[src/rtl/cmp_pkg.sv]
// Shared types and sizing helpers for the serial magnitude comparator.
// Latency: none (declarations only).
// Backpressure: none (declarations only).
package cmp_pkg;

  typedef enum logic [1:0] {
    IDLE = 2'd0,
    CMP  = 2'd1,
    DONE = 2'd2
  } cmp_state_t;

  // Bits examined by the shared comparator slice each clock.
  localparam int SLICE_W = 2;

  // Number of slice evaluations needed to cover a WIDTH-bit operand.
  function automatic int calc_nslice(input int width);
    return width / SLICE_W;
  endfunction

endpackage

[src/rtl/cmp2_slice.sv]
// 2-bit unsigned magnitude comparator slice built from gate primitives.
// Latency: purely combinational, zero cycles.
// Backpressure: none; exactly one of eq/gt/lt is high for any input.
module cmp2_slice (
  input  logic [1:0] a,
  input  logic [1:0] b,
  output logic       eq,
  output logic       gt,
  output logic       lt
);

  wire na1, na0, nb1, nb0;
  wire x1, x0;
  wire g_hi, g_lo, l_hi, l_lo;
  wire eq_w, gt_w, lt_w;

  not u_na1 (na1, a[1]);
  not u_na0 (na0, a[0]);
  not u_nb1 (nb1, b[1]);
  not u_nb0 (nb0, b[0]);

  // Per-bit equality; the high-bit equality gates the low-bit decision.
  xnor u_x1 (x1, a[1], b[1]);
  xnor u_x0 (x0, a[0], b[0]);

  and u_ghi (g_hi, a[1], nb1);
  and u_glo (g_lo, x1, a[0], nb0);
  or  u_gt  (gt_w, g_hi, g_lo);

  and u_lhi (l_hi, na1, b[1]);
  and u_llo (l_lo, x1, na0, b[0]);
  or  u_lt  (lt_w, l_hi, l_lo);

  and u_eq  (eq_w, x1, x0);

  assign eq = eq_w;
  assign gt = gt_w;
  assign lt = lt_w;

endmodule

[src/rtl/serial_mag_cmp_ctrl.sv]
// Serial WIDTH-bit unsigned comparator: one shared 2-bit slice walked MSB pair first.
// Latency: k+1 clocks from accepting edge to done, k = first differing pair (NSLICE-1 if equal).
// Backpressure: start is only accepted in IDLE or DONE; it is ignored while busy.
module serial_mag_cmp_ctrl
  import cmp_pkg::*;
#(
  parameter int WIDTH = 8
) (
  input  logic             clk,
  input  logic             rst_n,
  input  logic             start,
  input  logic [WIDTH-1:0] A,
  input  logic [WIDTH-1:0] B,
  output logic             busy,
  output logic             done,
  output logic             Eq,
  output logic             Gt,
  output logic             Lt
);

  localparam int NSLICE = calc_nslice(WIDTH);
  // Keep the counter at least one bit wide so WIDTH=2 still elaborates.
  localparam int CNT_W  = (NSLICE > 1) ? $clog2(NSLICE) : 1;
  localparam logic [CNT_W-1:0] CNT_LAST = CNT_W'(NSLICE - 1);

  cmp_state_t       state_q, state_d;
  logic [WIDTH-1:0] sa_q, sa_d;
  logic [WIDTH-1:0] sb_q, sb_d;
  logic [CNT_W-1:0] cnt_q, cnt_d;
  logic             eq_q, eq_d;
  logic             gt_q, gt_d;
  logic             lt_q, lt_d;

  logic             sl_eq, sl_gt, sl_lt;

  // The slice always looks at the top pair; the shift registers feed it.
  cmp2_slice u_slice (
    .a  (sa_q[WIDTH-1 -: SLICE_W]),
    .b  (sb_q[WIDTH-1 -: SLICE_W]),
    .eq (sl_eq),
    .gt (sl_gt),
    .lt (sl_lt)
  );

  // Next-state, datapath and flag updates for the three-state controller.
  always_comb begin
    state_d = state_q;
    sa_d    = sa_q;
    sb_d    = sb_q;
    cnt_d   = cnt_q;
    eq_d    = eq_q;
    gt_d    = gt_q;
    lt_d    = lt_q;

    case (state_q)
      IDLE, DONE: begin
        if (start) begin
          sa_d    = A;
          sb_d    = B;
          cnt_d   = CNT_LAST;
          eq_d    = 1'b0;
          gt_d    = 1'b0;
          lt_d    = 1'b0;
          state_d = CMP;
        end else if (state_q == DONE) begin
          state_d = IDLE;
        end
      end

      CMP: begin
        if (!sl_eq) begin
          // First differing pair decides the whole compare.
          gt_d    = sl_gt;
          lt_d    = sl_lt;
          state_d = DONE;
        end else if (cnt_q == '0) begin
          eq_d    = 1'b1;
          state_d = DONE;
        end else begin
          sa_d  = sa_q << SLICE_W;
          sb_d  = sb_q << SLICE_W;
          cnt_d = cnt_q - CNT_W'(1);
        end
      end

      default: state_d = IDLE;
    endcase
  end

  // State, shift registers, counter and flags with synchronous active-low reset.
  always_ff @(posedge clk) begin
    if (!rst_n) begin
      state_q <= IDLE;
      sa_q    <= '0;
      sb_q    <= '0;
      cnt_q   <= '0;
      eq_q    <= 1'b0;
      gt_q    <= 1'b0;
      lt_q    <= 1'b0;
    end else begin
      state_q <= state_d;
      sa_q    <= sa_d;
      sb_q    <= sb_d;
      cnt_q   <= cnt_d;
      eq_q    <= eq_d;
      gt_q    <= gt_d;
      lt_q    <= lt_d;
    end
  end

  assign busy = (state_q == CMP);
  assign done = (state_q == DONE);
  assign Eq   = eq_q;
  assign Gt   = gt_q;
  assign Lt   = lt_q;

endmodule

[config.mk]
export PLATFORM = sky130hd
export DESIGN_NAME = serial_mag_cmp_ctrl
export DESIGN_NICKNAME = d
export VERILOG_FILES = /design/src/rtl/cmp_pkg.sv /design/src/rtl/cmp2_slice.sv /design/src/rtl/serial_mag_cmp_ctrl.sv
export SDC_FILE = /design/constraint.sdc
export NUM_CORES = 1
export LEC_CHECK = 0
export BUFFER_PORTS_ARGS = -buffer_cell sky130_fd_sc_hd__buf_2
export CAP_MARGIN = 20
export CORE_MARGIN = 2
export CORE_UTILIZATION = 30
export CTS_CLUSTER_DIAMETER = 60
export DETAILED_ROUTE_END_ITERATION = 7
export PLACE_DENSITY = 0.56
export SKIP_CTS_REPAIR_TIMING = 1
export SLEW_MARGIN = 20
export SYNTH_ARGS = -nofsm -noshare
export SYNTH_HDL_FRONTEND = slang
export SYNTH_HIERARCHICAL = 1
export SYNTH_SLANG_ARGS = --single-unit
[constraint.sdc]
create_clock -name clk -period 1.7 [get_ports clk]
set_input_delay 0.085 -clock clk [delete_from_list [all_inputs] [get_ports clk]]
set_output_delay 0.085 -clock clk [all_outputs]
set_load 0.005 [all_outputs]
### After elaboration in Yosys (flattened, before gate mapping)

Cells that the tools add are included.

| cells by class | value |
|---|---|
| equality and inequality tests | 9 |
| bitwise operators | 11 |
| reduce and logical (&&, ||, !) cells | 10 |
| add/sub/neg operators | 1 |
| mux-type cells | 25 |

Operators with widths:

| kind | count |
|---|---|
| $mux 8 | 6 |
| $pmux 8 s2 | 2 |
| $mux 2 | 7 |
| $reduce_and 3->1 | 3 |
| $pmux 2 s2 | 2 |
| $reduce_and 4->1 | 2 |
| $ne 2x2->1 const B | 3 |
| $pmux 1 s2 | 3 |
| $mux 1 | 5 |
| $logic_not 2->1 | 2 |
| $ne 2x1->1 const B | 2 |
| $not 1->1 | 4 |
| $and 1x1->1 | 3 |
| $ne 3x2->1 const B | 1 |
| $ne 3x3->1 const B | 1 |
| $eq 2x1->1 const B | 1 |
| $eq 2x2->1 const B | 1 |
| $or 1x1->1 | 2 |
| $reduce_and 2->1 | 1 |
| $reduce_bool 2->1 | 1 |
| $reduce_or 2->1 | 1 |
| $sub 2x1->2 const B | 1 |
| $xnor 1x1->1 | 2 |

| word-level totals | value |
|---|---|
| output and inout bits | 5 |
| register bits after elaboration | 23 |
| logic and storage cells | 63 |

### Longest topological paths before layout

| depth | value |
|---|---|
| depth after elaboration | 5 |
| depth in mapped cells | 7 |
| mapped depth without buffers | 6 |

### Modules after synthesis

The synthesis kept the hierarchy.

By module, submodules not included:

| module | seq. area each (µm²) | area an instance (µm²) | cells each | times used |
|---|---|---|---|---|
| serial_mag_cmp_ctrl | 460.4 | 1022.2 | 118 | 1 |
| cmp2_slice | 0.0 | 87.6 | 11 | 1 |

### Worst setup path after synthesis

OpenSTA, ideal clock, no wires.

| path | value |
|---|---|
| path kind | register to register |
| start | register sa_q[7] |
| end | register sa_q[6] |
| required time | 1.576 ns |
| period minus slack after synthesis | 1.554 ns |
| arrival | 1.431 ns |
| slack | 0.146 ns |
| stages on the path, launching flop included | 8 |
| path through | dfxtp_1 inv_1 ha_1 and2_2 and4bb_4 buf_6 o31ai_1 a31oi_1 |

| on the way | value |
|---|---|
| cells in the longest elaborated chain, start to end | 4 |

Ends and longest elaborated chain:

| what | RTL line | text |
|---|---|---|
| start, declared | serial_mag_cmp_ctrl.sv:27 | `logic [WIDTH-1:0] sa_q, sa_d;` |
| start signal, assigned | serial_mag_cmp_ctrl.sv:94 | `sa_q <= '0;` |
| start signal, assigned | serial_mag_cmp_ctrl.sv:102 | `sa_q <= sa_d;` |
| $xnor 1x1->1 | cmp2_slice.sv:23 | `xnor u_x1 (x1, a[1], b[1]);` |
| $and 1x1->1 | cmp2_slice.sv:34 | `and u_eq (eq_w, x1, x0);` |
| net sl_eq | serial_mag_cmp_ctrl.sv:34 | `logic sl_eq, sl_gt, sl_lt;` |
| $ne 2x1->1 (no line) | -- |  |
| $reduce_and 4->1 (no line) | -- |  |

The timed path passes the listed nets, and every way through them passes these cells.
A chain may end at the register's enable or synchronous reset.

### Worst setup path after layout

| path | value |
|---|---|
| start | register sa_q[7] |
| end | register cnt_q[1] |

| on the way | value |
|---|---|
| cells in the longest elaborated chain, start to end | 4 |

Ends and longest elaborated chain:

| what | RTL line | text |
|---|---|---|
| $xnor 1x1->1 | cmp2_slice.sv:23 |  |
| $and 1x1->1 | cmp2_slice.sv:34 |  |
| net sl_eq | serial_mag_cmp_ctrl.sv:34 |  |
| $ne 2x1->1 (no line) | -- |  |
| $reduce_and 4->1 (no line) | -- |  |
| end signal, assigned | serial_mag_cmp_ctrl.sv:104 | `cnt_q <= cnt_d;` |
| end, declared | serial_mag_cmp_ctrl.sv:29 | `logic [CNT_W-1:0] cnt_q, cnt_d;` |

The timed path passes the listed nets, and every way through them passes these cells.

==> out/results.md <==
## Outcome
- outcome: complete, no violations

## Synthesis
- share of Yosys cell area claimed by the top area cell type: 41.49%
- EDFF count, synth: 0
- Syn Inst Count: 129
- most frequently used cell type in the post-synthesis netlist: nand2_1
- post-synthesis register bit count: 23
- commonest cells in the synthesized netlist: 32 x nand2_1, 23 x dfxtp_1, 12 x a31oi_1, 12 x o31ai_1, 6 x inv_1
- share of flip-flops with an asynchronous set or reset after synthesis: 0%
- Unique masters post-synth: 29
- Synth Flop Type: dfxtp_1
- largest area contributor in the netlist: dfxtp_1
- Avg Inst Size Synth: 8.603 um^2
- register area share after synthesis: 41.49%
- syn nets: 153
- post-synthesis cell area: 1110 um^2
- Synthesis Warnings: 6
- top post-synthesis cells by area: dfxtp_1 41%, nand2_1 11%, o31ai_1 8.1%, a31oi_1 6.8%, ha_1 5.6%

## Worst setup path
- Crit path largest cell delay: 0.35 ns
- Critical Setup Path Class: reg2reg
- CP startpoint kind: flip-flop
- cell-by-cell trace of the critical path: inv_1, ha_1, and2_4, and4bb_2, o311a_1
- CP Buf/Inv Count: 1
- CP Max Fanout: 7
- crit end category: flip-flop
- crit path max-delay cell type: dfxtp_2
- CP required: 1.85 ns
- arrival time of the worst setup path: 1.75 ns
- dominant delay contributor by cell family on the critical path: simple AND/OR/NAND/NOR gates

## Detailed routing
- detail-routed via count per cell: 4.935
- drt first-iter violations: 41
- Total Wirelength: 2.526 mm
- total via count after detailed routing: 982
- Pre-Repair DR Iteration Count: 4
- detailed-route DRC error count: 0
- residual antenna-violating net count after detailed routing: 0
- WL/cell: 12.69 um

## Die
- Die Span Y: 64.82 um
- IO Pins: 24
- floorplan core area: 3606 um^2
- Horiz. Die Dim: 64.82 um
- Cell Rows: 22
- Starting Density: 30.78%
- overall die area: 4202 um^2

## STA
- crit path time final: 1.594 ns
- total negative slack: 0 ns
- Clock Skew: 0.005535 ns
- worst slew margin relative to its limit: 47.32%
- final count of hold timing violations: 0
- pin slew with the least headroom to its limit: 0.7867 ns
- setup repair after global routing missed its margin: false
- highest attainable clock frequency: 0.6272 GHz
- hold slack final: 0.03589 ns
- Final Cycle Share: 93.79%
- endpoints failing setup: 0
- final-report max-slew violation count: 0

## Clock tree
- TritonCTS clock tree: built
- number of buffers created by CTS: 3
- Clock transition at path regs: 0.08 ns
- clock latency at the later pin of the worst-skew pair: 0.26 ns
- Max Buffers Root-to-Sink: 2
- H-tree depth: 1
- cell at the root of the clock tree: clkbuf_8
- TritonCTS Sinks: 23

## Final layout
- post-route standard cell area excluding fillers: 1336 um^2
- Layout Utilization: 37.06%
- synth-to-layout area growth: 20.41%
- number of nets at the end of the flow: 176
- filler instances: 370
- combined area of the multi-input logic cells: 593.1 um^2
- final antenna diode count: 0
- area used by sequential logic in the layout: 461.7 um^2
- fraction of final layout cells with drive strength greater than 1: 26.49%

## Placement
- gp weighted congestion: 0.7097
- total cell area at the placement stage: 1259 um^2
- total half-perimeter wirelength after legalization and detailed placement: 1.644 mm
- number of buffers inserted by port buffering: 23

## Global routing
- first-pass GRT wire length: 4.319 mm
- number of antenna violations at the first check in global routing: 0
- vias in the first global route: 939
- largest net degree at the start of global routing: 28
- GRT Overall Usage: 13.21%
- grt ovf: 0

## Flow run
- Max-Cap Viols: 0

## Power
- power density cells: 916.6 nW/um^2
- Max IR drop VDD: 0.5256 mV
- LEAKAGE: 0.5834 nW

## Min path
- type of the tightest min-delay check: in2reg

==> path summary, 6_finish.rpt <==
| kind | end | slack [ns] | start | cells past startpoint |
|---|---|---|---|---|
| setup reg to reg | cnt_q[1] | 0.11 | sa_q[7] | 5 |
| setup / recovery | cnt_q[1] | 0.11 | sa_q[7] | 5 |
| hold reg to reg | sb_q[1] | 0.46 | sb_q[1] | 2 |
| hold / removal | sb_q[0] | 0.04 | B[0] | 3 |
==> state kept, by name (all words and copies together), names as in the netlist <==
name and count:
Eq 1, cnt_q 2, sb_q 8, Gt 1
sa_q 8, Lt 1, state_q 2
==> kinds of logic (layout without fill, tap and decap cells) <==
kind of cell,Yosys count,after routing,share of synthesized area [%]
buffers and inverters,16,37,7.890
adders and majority gates,5,5,5.637
AOI/OAI and AO/OA,36,36,23.45
and+or+nand+nor,49,50,21.54
DFF,23,23,41.49
==> final cells by class <==
cell class / instances / area share [%]
clock buffer: 4 / 3.371
inverter: 7 / 1.966
multi-input combinational: 91 / 44.38
sequential: 23 / 34.55
tap: 48 / 4.494
timing repair buffer: 26 / 11.24
==> worst register-to-register path: stages (launching register included) <==
cell and delay [ns]:
dfxtp_2 0.35, inv_1 0.05, ha_1 0.32, and2_4 0.18, and4bb_2 0.30, o311a_1 0.29
==> layout by cell type, fill, tap and decap left out <==
cell type | synthesis | final
a21boi_1 | 2 | 2
nand3b_1 | 2 | 2
buf_4 | 2 | 2
clkbuf_8 | 0 | 3
buf_2 | 3 | 23
buf_12 | 0 | 1
nand2b_1 | 2 | 2
and2_1 | 1 | 1
nand2_1 | 32 | 32
and4bb_4 | 1 | 1
o211a_1 | 1 | 1
nor2b_2 | 0 | 1
and3_1 | 1 | 1
o21ai_4 | 1 | 1
nor3b_2 | 0 | 1
and4bb_2 | 0 | 1
inv_2 | 1 | 1
o31ai_2 | 0 | 2
clkbuf_1 | 1 | 1
o31ai_1 | 12 | 10
a32oi_1 | 1 | 1
nand2b_2 | 1 | 1
nor2b_1 | 3 | 2
nand3_1 | 4 | 4
o311a_1 | 1 | 1
dfxtp_2 | 0 | 1
inv_1 | 6 | 6
a21o_1 | 2 | 2
o21ai_0 | 4 | 4
a31oi_1 | 12 | 12
and2_4 | 0 | 1
ha_1 | 5 | 5
dfxtp_1 | 23 | 22
==> metrics by stage <==
stage | worst slack [ns] | power, mW | std cells
final | 0.1056 | 1.225 | 199
after detailed placement | 0.03659 | 0.8802 | 194
after floorplan | 0.1455 | 0.8047 | 129
after CTS | 0.01388 | 1.220 | 198
after global placement | 0.1111 | 0.8687 | 194
after global routing | 0.03022 | 1.301 | 199
==> layer usage <==
metal | global-route usage [%] | up-vias | routed length [um]
li1 | - | 497 | -
met1 | 17.26 | 462 | 1194
met2 | 20.62 | 19 | 1187
met3 | 3.819 | 4 | 110
met4 | 4.787 | 0 | 33
met5 | 0 | - | 0
==> report_power, final <==
group          internal [mW]  switching, mW
clock                  0.167          0.170
combinational          0.122          0.145
sequential             0.589         0.0319
Power figures use the tool's default switching activity.
